[src/rtl/jk_bank_pkg.sv]
// Shared FSM state and JK cell excitation codes for the JK bank driver.
// Codes are {J,K} as seen by the external bank cells.
package jk_bank_pkg;

  typedef enum logic [1:0] {
    IDLE  = 2'd0,
    DRIVE = 2'd1,
    CHECK = 2'd2
  } state_e;

  localparam logic [1:0] JK_HOLD = 2'b00;
  localparam logic [1:0] JK_CLR  = 2'b10;
  localparam logic [1:0] JK_SET  = 2'b01;
  localparam logic [1:0] JK_TGL  = 2'b11;

endpackage

[src/rtl/jk_excite_bit.sv]
// One-cell excitation: maps (current, target) to {J,K}; purely combinational, no handshake.
// Build option JK_BANK_DRIVER_TOGGLE_EN drives every changing cell with the toggle code.
module jk_excite_bit
  import jk_bank_pkg::*;
(
  input  logic       e_i,
  input  logic       t_i,
  output logic [1:0] jk_o
);

  always_comb begin
    jk_o = JK_HOLD;
    if (e_i != t_i) begin
`ifdef JK_BANK_DRIVER_TOGGLE_EN
      jk_o = JK_TGL;
`else
      jk_o = t_i ? JK_SET : JK_CLR;
`endif
    end
  end

endmodule

[src/rtl/jk_bank_driver.sv]
// Loads target words into an external JK bank: handshake -> DRIVE -> CHECK, done 3 edges later;
// tgt_ready is low while a word is in flight. Option JK_BANK_DRIVER_TOGGLE_EN selects toggle excitation.
module jk_bank_driver
  import jk_bank_pkg::*;
#(
  parameter int WIDTH = 8,
  parameter int CNT_W = 8
) (
  input  logic             clk,
  input  logic             rst,
  input  logic             tgt_valid,
  output logic             tgt_ready,
  input  logic [WIDTH-1:0] tgt_data,
  output logic [WIDTH-1:0] jk_j,
  output logic [WIDTH-1:0] jk_k,
  input  logic [WIDTH-1:0] q_fb,
  output logic [WIDTH-1:0] exp_q,
  output logic             busy,
  output logic             done,
  output logic             err,
  output logic [CNT_W-1:0] err_cnt,
  input  logic             err_clr
);

  localparam logic [CNT_W-1:0] CNT_ONE = CNT_W'(1);
  localparam logic [CNT_W-1:0] CNT_MAX = '1;

  state_e           state_q, state_d;
  logic             ready_q, ready_d;
  logic [WIDTH-1:0] tgt_q,   tgt_d;
  logic [WIDTH-1:0] j_q,     j_d;
  logic [WIDTH-1:0] k_q,     k_d;
  logic [WIDTH-1:0] exp_q_q, exp_q_d;
  logic             err_q,   err_d;
  logic [CNT_W-1:0] cnt_q,   cnt_d;
  logic             done_q,  done_d;

  logic [WIDTH-1:0] exc_j, exc_k;

  for (genvar i = 0; i < WIDTH; i++) begin : g_bit
    logic [1:0] jk_bit;
    jk_excite_bit u_bit (
      .e_i  (exp_q_q[i]),
      .t_i  (tgt_data[i]),
      .jk_o (jk_bit)
    );
    assign exc_j[i] = jk_bit[1];
    assign exc_k[i] = jk_bit[0];
  end

  always_comb begin
    state_d = state_q;
    ready_d = ready_q;
    tgt_d   = tgt_q;
    j_d     = '0;
    k_d     = '0;
    exp_q_d = exp_q_q;
    err_d   = err_q;
    cnt_d   = cnt_q;
    done_d  = 1'b0;

    if (err_clr) begin
      err_d = 1'b0;
      cnt_d = '0;
    end

    case (state_q)
      IDLE: begin
        ready_d = 1'b1;
        if (tgt_valid && ready_q) begin
          tgt_d   = tgt_data;
          j_d     = exc_j;
          k_d     = exc_k;
          ready_d = 1'b0;
          state_d = DRIVE;
        end
      end
      DRIVE: begin
        state_d = CHECK;
      end
      CHECK: begin
        state_d = IDLE;
        ready_d = 1'b1;
        done_d  = 1'b1;
        if (q_fb == tgt_q) begin
          exp_q_d = tgt_q;
        end else begin
          // Resync to what the bank really holds; a mismatch overrides a same-edge clear.
          exp_q_d = q_fb;
          err_d   = 1'b1;
          if (err_clr) begin
            cnt_d = CNT_ONE;
          end else if (cnt_q != CNT_MAX) begin
            cnt_d = cnt_q + CNT_ONE;
          end
        end
      end
      default: begin
        state_d = IDLE;
        ready_d = 1'b0;
      end
    endcase
  end

  always_ff @(posedge clk or posedge rst) begin
    if (rst) begin
      state_q <= IDLE;
      ready_q <= 1'b0;
      tgt_q   <= '0;
      j_q     <= '0;
      k_q     <= '0;
      exp_q_q <= '0;
      err_q   <= 1'b0;
      cnt_q   <= '0;
      done_q  <= 1'b0;
    end else begin
      state_q <= state_d;
      ready_q <= ready_d;
      tgt_q   <= tgt_d;
      j_q     <= j_d;
      k_q     <= k_d;
      exp_q_q <= exp_q_d;
      err_q   <= err_d;
      cnt_q   <= cnt_d;
      done_q  <= done_d;
    end
  end

  assign tgt_ready = ready_q;
  assign jk_j      = j_q;
  assign jk_k      = k_q;
  assign exp_q     = exp_q_q;
  assign busy      = (state_q != IDLE);
  assign done      = done_q;
  assign err       = err_q;
  assign err_cnt   = cnt_q;

endmodule

[config.mk]
export PLATFORM = sky130hd
export DESIGN_NAME = jk_bank_driver
export DESIGN_NICKNAME = d
export VERILOG_FILES = /design/src/rtl/jk_bank_pkg.sv /design/src/rtl/jk_excite_bit.sv /design/src/rtl/jk_bank_driver.sv
export SDC_FILE = /design/constraint.sdc
export NUM_CORES = 1
export LEC_CHECK = 0
export CAP_MARGIN = 10
export CELL_PAD_IN_SITES_DETAIL_PLACEMENT = 1
export CELL_PAD_IN_SITES_GLOBAL_PLACEMENT = 1
export CORE_MARGIN = 5
export CORE_UTILIZATION = 39
export CTS_CLUSTER_SIZE = 28
export DETAILED_ROUTE_END_ITERATION = 7
export PLACE_DENSITY_LB_ADDON = 0.08
export SYNTH_ARGS = -nofsm -noshare
export SYNTH_HDL_FRONTEND = slang
export SYNTH_SLANG_ARGS = --single-unit
export TNS_END_PERCENT = 5
[constraint.sdc]
create_clock -name clk -period 3.3 [get_ports clk]
set_input_delay 0.33 -clock clk [delete_from_list [all_inputs] [get_ports clk]]
set_output_delay 0.33 -clock clk [all_outputs]
set_load 0.05 [all_outputs]
==> impl_metrics.ini, run 1 <==
[run_status]
status = finished, final reports clean

[logic_synthesis]
yosys.area_share.simple = 0.215
synth_fa_ha_area_frac = 0.00635
synth_top_family_by_area = simple AND/OR/NAND/NOR gates
synth_fp_nets = 190
synth_compound_area_frac = 0.0508
ys_ff_latch = 45
synth_xor_area_frac = 0.0356
syn-cell-area_um2 = 1970
synth_edf_count = 0
async_flop_share = 1.00
ys_warn_count = 0
syn_area_per_cell_um2 = 11.7
postSynthCellCount = 169
yosysSeqAreaShare = 0.571
synthFlopType = dfrtp_1
synthMuxAreaShare = 0.0508
synthDistinctLibCells = 35

[power_and_ir_drop]
pwr_density_cell_nw_per_um2 = 838
p_leak_uw = 0.00113
ir_drop_mv = 0.419

[layout]
fin_util = 0.536
final_common_cell = clkdlybuf4s50_1
final_cell_mix = 55 x clkdlybuf4s50_1, 45 x dfrtp_1, 32 x nand2_1
antenna_cells = 0
area_growth_pct = 30.9
drive_above_1_share = 0.119
nets = 238
nFillCells = 560

[sta]
fin_skew_ps = 11.1
fin_crit_sh = 0.633
hold_slack_ps = 472
clock.fmax_mhz = 479
maxSlewHeadroom = 0.393
setup_tns_ps = 0
tightest_slew_ps = 909
finalMaxSlewViolations = 0
timing.final.setup_violations = 0
hold_violations = 0
fin_crit_ps = 2090
rsz0062_at_grt = no

[die]
core_area_um2 = 4820
dieArea_um2 = 6570
die_w_um = 81.1
initial_core_util = 0.409
io_pins = 56
rows = 25
die_h_um = 81.1

[critical_path]
start_kind = flip-flop
end_kind = flip-flop
crit_arrival_ps = 2260
worst-setup-path-type = reg -> reg
crit_fanout = 25
critPathRequiredTime_ps = 3470

[clocking]
clk_pin_slew_ps = 90
cts_resized = 0
cts.htree.levels = 2
cts_sinks = 45
numCtsBuffers = 5
cts_tree = yes
cts.root.buffer_cell = clkbuf_8
clk_latency_ps = 290
clockBufferDepth = 2
cts_hold_repair.buffers = 0
cts_setup_buffers = 0

[placed_design]
hpwlAfterDp_um = 3390
gp_congestion = 0.728
port_buffers = 55

[route]
vias_per_cell = 4.96
num_vias = 1414
routed_wl_um = 4560
ant_nets = 0
drt_iter0_markers = 58
dr.pass1.iters = 4
wl_per_cell_um = 16.0
drc = 0

[flow_run]
drv_cap = 0

[global_routing]
grt_pass1_vias = 1551
grt_pass1_wl_um = 7740
grt_max_degree = 46
grt_use_total = 0.154
antenna_found_initial = 0
overflow = 0

[worst_hold_path]
hold_class = reg -> reg
registers in the layout, indices dropped and copies added, names as in the netlist:
register,cells
tgt_q,8
tgt_ready,1
err,1
state_q,2
jk_k,8
err_cnt,8
done,1
jk_j,8
exp_q,8
path summary, 6_finish.rpt:
kind	start	end	slack [ps]	cells past startpoint
worst min register to register	exp_q[7]	jk_k[7]	470	1
min in group asynchronous	rst	jk_k[5]	550	2
worst min-delay path	exp_q[7]	jk_k[7]	470	1
max in group asynchronous	rst	err_cnt[4]	2160	2
worst max-delay path	state_q[1]	tgt_q[4]	1210	5
worst max register to register	state_q[1]	tgt_q[4]	1210	5
per-layer routing:
| metal | GRT usage | wire length [um] |
|---|---|---|
| met1 | 0.199 | 2010 |
| met3 | 0.0466 | 317 |
| met4 | 0.0372 | 47 |
| met5 | 0 | 0 |
| met2 | 0.254 | 2190 |
power by group:
group,switching [uW],internal (uW),total (uW)
sequential,115,711,825
combinational,641,366,1010
clock,183,146,329
total,939,1220,2160
worst max-delay path, stage by stage, from the launching register on:
cell	delay [ps]
dfrtp_1	370
nand2b_1	130
or3b_1	680
clkinv_1	510
nand2_1	190
nand2_1	70
synthesized netlist by cell type, types with 2 or more instances:
library cell,n,area share
a21oi_1,3,0.0076
a31oi_1,5,0.016
and3_1,5,0.016
and3_4,3,0.017
buf_2,2,0.0051
buf_4,8,0.030
buf_6,4,0.023
dfrtp_1,45,0.57
inv_1,4,0.0076
mux2_2,8,0.046
nand2_1,32,0.061
nor3_1,2,0.0051
nor3b_1,18,0.069
nor4_1,2,0.0063
xor2_1,8,0.036
cells by family (layout without fill, tap and decap cells):
family,count (synthesis),after routing
flip-flops,45,45
AO/OA/AOI/OAI,13,13
multiplexers,9,9
XOR/XNOR,8,8
buffers and inverters,20,69
adder cells (fa/ha/maj),1,1
AND/OR/NAND/NOR,73,73
cell type report:
| class | instances | area (um^2) | share of cell area |
|---|---|---|---|
| clock buffer | 5 | 68.8 | 0.0267 |
| timing repair buffer | 56 | 558 | 0.216 |
| inverter | 5 | 18.8 | 0.00727 |
| clock inverter | 3 | 17.5 | 0.00679 |
| sequential | 45 | 1130 | 0.436 |
| tap | 67 | 83.8 | 0.0325 |
| multi-input combinational | 104 | 707 | 0.274 |
metrics by stage:
step | instance area [um^2] | setup slack [ps] | instances | total power, uW
global route | 2580 | 924 | 285 | 2290
finish | 2580 | 1210 | 285 | 2160
floorplan | 1970 | 1430 | 169 | 1610
global placement | 2490 | 1000 | 277 | 1820
CTS | 2580 | 1100 | 285 | 2200
detailed placement | 2490 | 866 | 277 | 1860
No activity file was read; power rests on OpenSTA's default activity.
==> run 2, diff against run 1 <==
--- a/config.mk
+++ b/config.mk
@@ -9,7 +9,7 @@
 export CELL_PAD_IN_SITES_DETAIL_PLACEMENT = 1
 export CELL_PAD_IN_SITES_GLOBAL_PLACEMENT = 1
 export CORE_MARGIN = 5
-export CORE_UTILIZATION = 39
+export CORE_UTILIZATION = 36
 export CTS_CLUSTER_SIZE = 28
 export DETAILED_ROUTE_END_ITERATION = 7
 export PLACE_DENSITY_LB_ADDON = 0.08
==> constraint.sdc (replaced) <==
create_clock -name clk -period 1.95 [get_ports clk]
set_input_delay 0.195 -clock clk [delete_from_list [all_inputs] [get_ports clk]]
set_output_delay 0.195 -clock clk [all_outputs]
set_load 0.05 [all_outputs]
==> impl_metrics.ini, run 2 (synthesis gave the netlist of run 1 again) <==
[run_status]
status = finished, final reports clean

[critical_path]
worst-setup-path-type = reg -> out
slowest_stage = clkdlybuf4s50_1
cp_top_family = buffers and inverters
crit_arrival_ps = 1610
critPathRequiredTime_ps = 1750
path_cells = clkdlybuf4s50_1
start_kind = flip-flop
path_buf_inv = 1
end_kind = primary output
crit_path_max_incr_delay_ps = 850
crit_fanout = 7

[die]
rows = 27
core_area_um2 = 5410
die_h_um = 84.0
initial_core_util = 0.365
dieArea_um2 = 7050
die_w_um = 84.0
io_pins = 56

[layout]
nets = 242
area_growth_pct = 34.9
final_cell_mix = 54 x clkdlybuf4s50_1, 45 x dfrtp_1, 32 x nand2_1
fin_cells = 294
antenna_cells = 0
final_common_cell = clkdlybuf4s50_1
drive_above_1_share = 0.131

[global_routing]
grt_pass1_vias = 1593
grt_max_degree = 26
grt_use_total = 0.140
overflow = 0
grt_pass1_wl_um = 7870
antenna_found_initial = 0

[sta]
hold_slack_ps = 240
clock.fmax_mhz = 555
fin_skew_ps = 5.80
rsz0062_at_grt = no
worst_slack_ps = 149
fin_crit_sh = 0.924
timing.final.setup_violations = 0
maxSlewHeadroom = 0.657
finalMaxSlewViolations = 0
hold_violations = 0
tightest_slew_ps = 513
fin_crit_ps = 1800

[flow_run]
drv_cap = 0

[clocking]
clk_latency_ps = 290
clk_pin_slew_ps = 80
clockBufferDepth = 2
cts_tree = yes
cts.htree.levels = 2
cts_setup_buffers = 0
numCtsBuffers = 5
cts_sinks = 45
cts_hold_repair.buffers = 0
cts.root.buffer_cell = clkbuf_8

[placed_design]
gp_congestion = 0.829
post-place-ws_ps = -9.94
hpwlAfterDp_um = 3390
port_buffers = 55
dpl.cell_count = 286

[power_and_ir_drop]
internal-power_uw = 2260
p_switching_uw = 1580
p_leak_uw = 0.00117
seqPwrFrac = 0.364
pwr_density_cell_nw_per_um2 = 1440
sw_frac_of_total = 0.412
p_clk_frac = 0.188
ir_drop_mv = 0.720
combPwrFrac = 0.448

[route]
routed_wl_um = 4610
wl_per_cell_um = 15.7
drt_iter0_markers = 20
num_vias = 1419
drc = 0
dr.pass1.iters = 2
ant_nets = 0
vias_per_cell = 4.83

[worst_hold_path]
hold_class = in -> async
run 2: final cells by class:
class | count | area [um^2]
Fill cell | 593 | 2750
Sequential cell | 45 | 1130
Multi-Input combinational cell | 104 | 707
Timing Repair Buffer | 60 | 599
Tap cell | 72 | 90.1
Clock buffer | 7 | 86.3
Clock inverter | 1 | 30.0
Inverter | 5 | 18.8
run 2: worst register-to-register path: cells and delay by family (launching register included):
family | cells | cell delay, ps
flops | 1 | 420
fa+ha+maj | 1 | 300
simple gates | 3 | 800
compound gates | 1 | 200
run 2: power groups by stage:
stage	sequential (uW)	combinational [uW]	clock [uW]
after floorplan	1690	1030	0
after global placement	1400	1740	0
after detailed placement	1420	1760	0
after CTS	1400	1750	751
after global routing	1440	1830	797
final	1400	1720	720
run 2: stage by stage:
| step | power (uW) | cell area [um^2] | TNS (ps) | utilization |
|---|---|---|---|---|
| 2_1_floorplan | 2720 | 1970 | 0 | - |
| 3_3_place_gp | 3140 | 2540 | 0 | 0.470 |
| 3_5_place_dp | 3180 | 2540 | -24.9 | 0.470 |
| 4_1_cts | 3910 | 2660 | 0 | 0.492 |
| 5_1_grt | 4060 | 2660 | 0 | 0.492 |
| 6_report | 3840 | 2660 | 0 | 0.492 |
run 2: layer usage:
metal | global-route usage | up-vias | share of wire
li1 | - | 667 | -
met1 | 0.148 | 720 | 0.39
met2 | 0.260 | 28 | 0.55
met3 | 0.0484 | 4 | 0.053
met4 | 0.0439 | 0 | 0.010
met5 | 0 | - | 0
run 2: path summary, 6_finish.rpt:
kind | start | cells after the start | end | slack, ps
max | err_cnt[4] | 1 | err_cnt[4] | 150
min | rst | 2 | tgt_ready | 240
max reg2reg | err_cnt[1] | 5 | err_cnt[0] | 150
min reg2reg | exp_q[2] | 1 | jk_k[2] | 470
max in group asynchronous | rst | 3 | tgt_q[5] | 1210
min in group clk | exp_q[2] | 1 | jk_k[2] | 470
run 2: repair_timing:
action,in CTS,in global routing
setup endpoints to repair,1,0
gates resized for setup,1,0
hold endpoints to repair,0,0
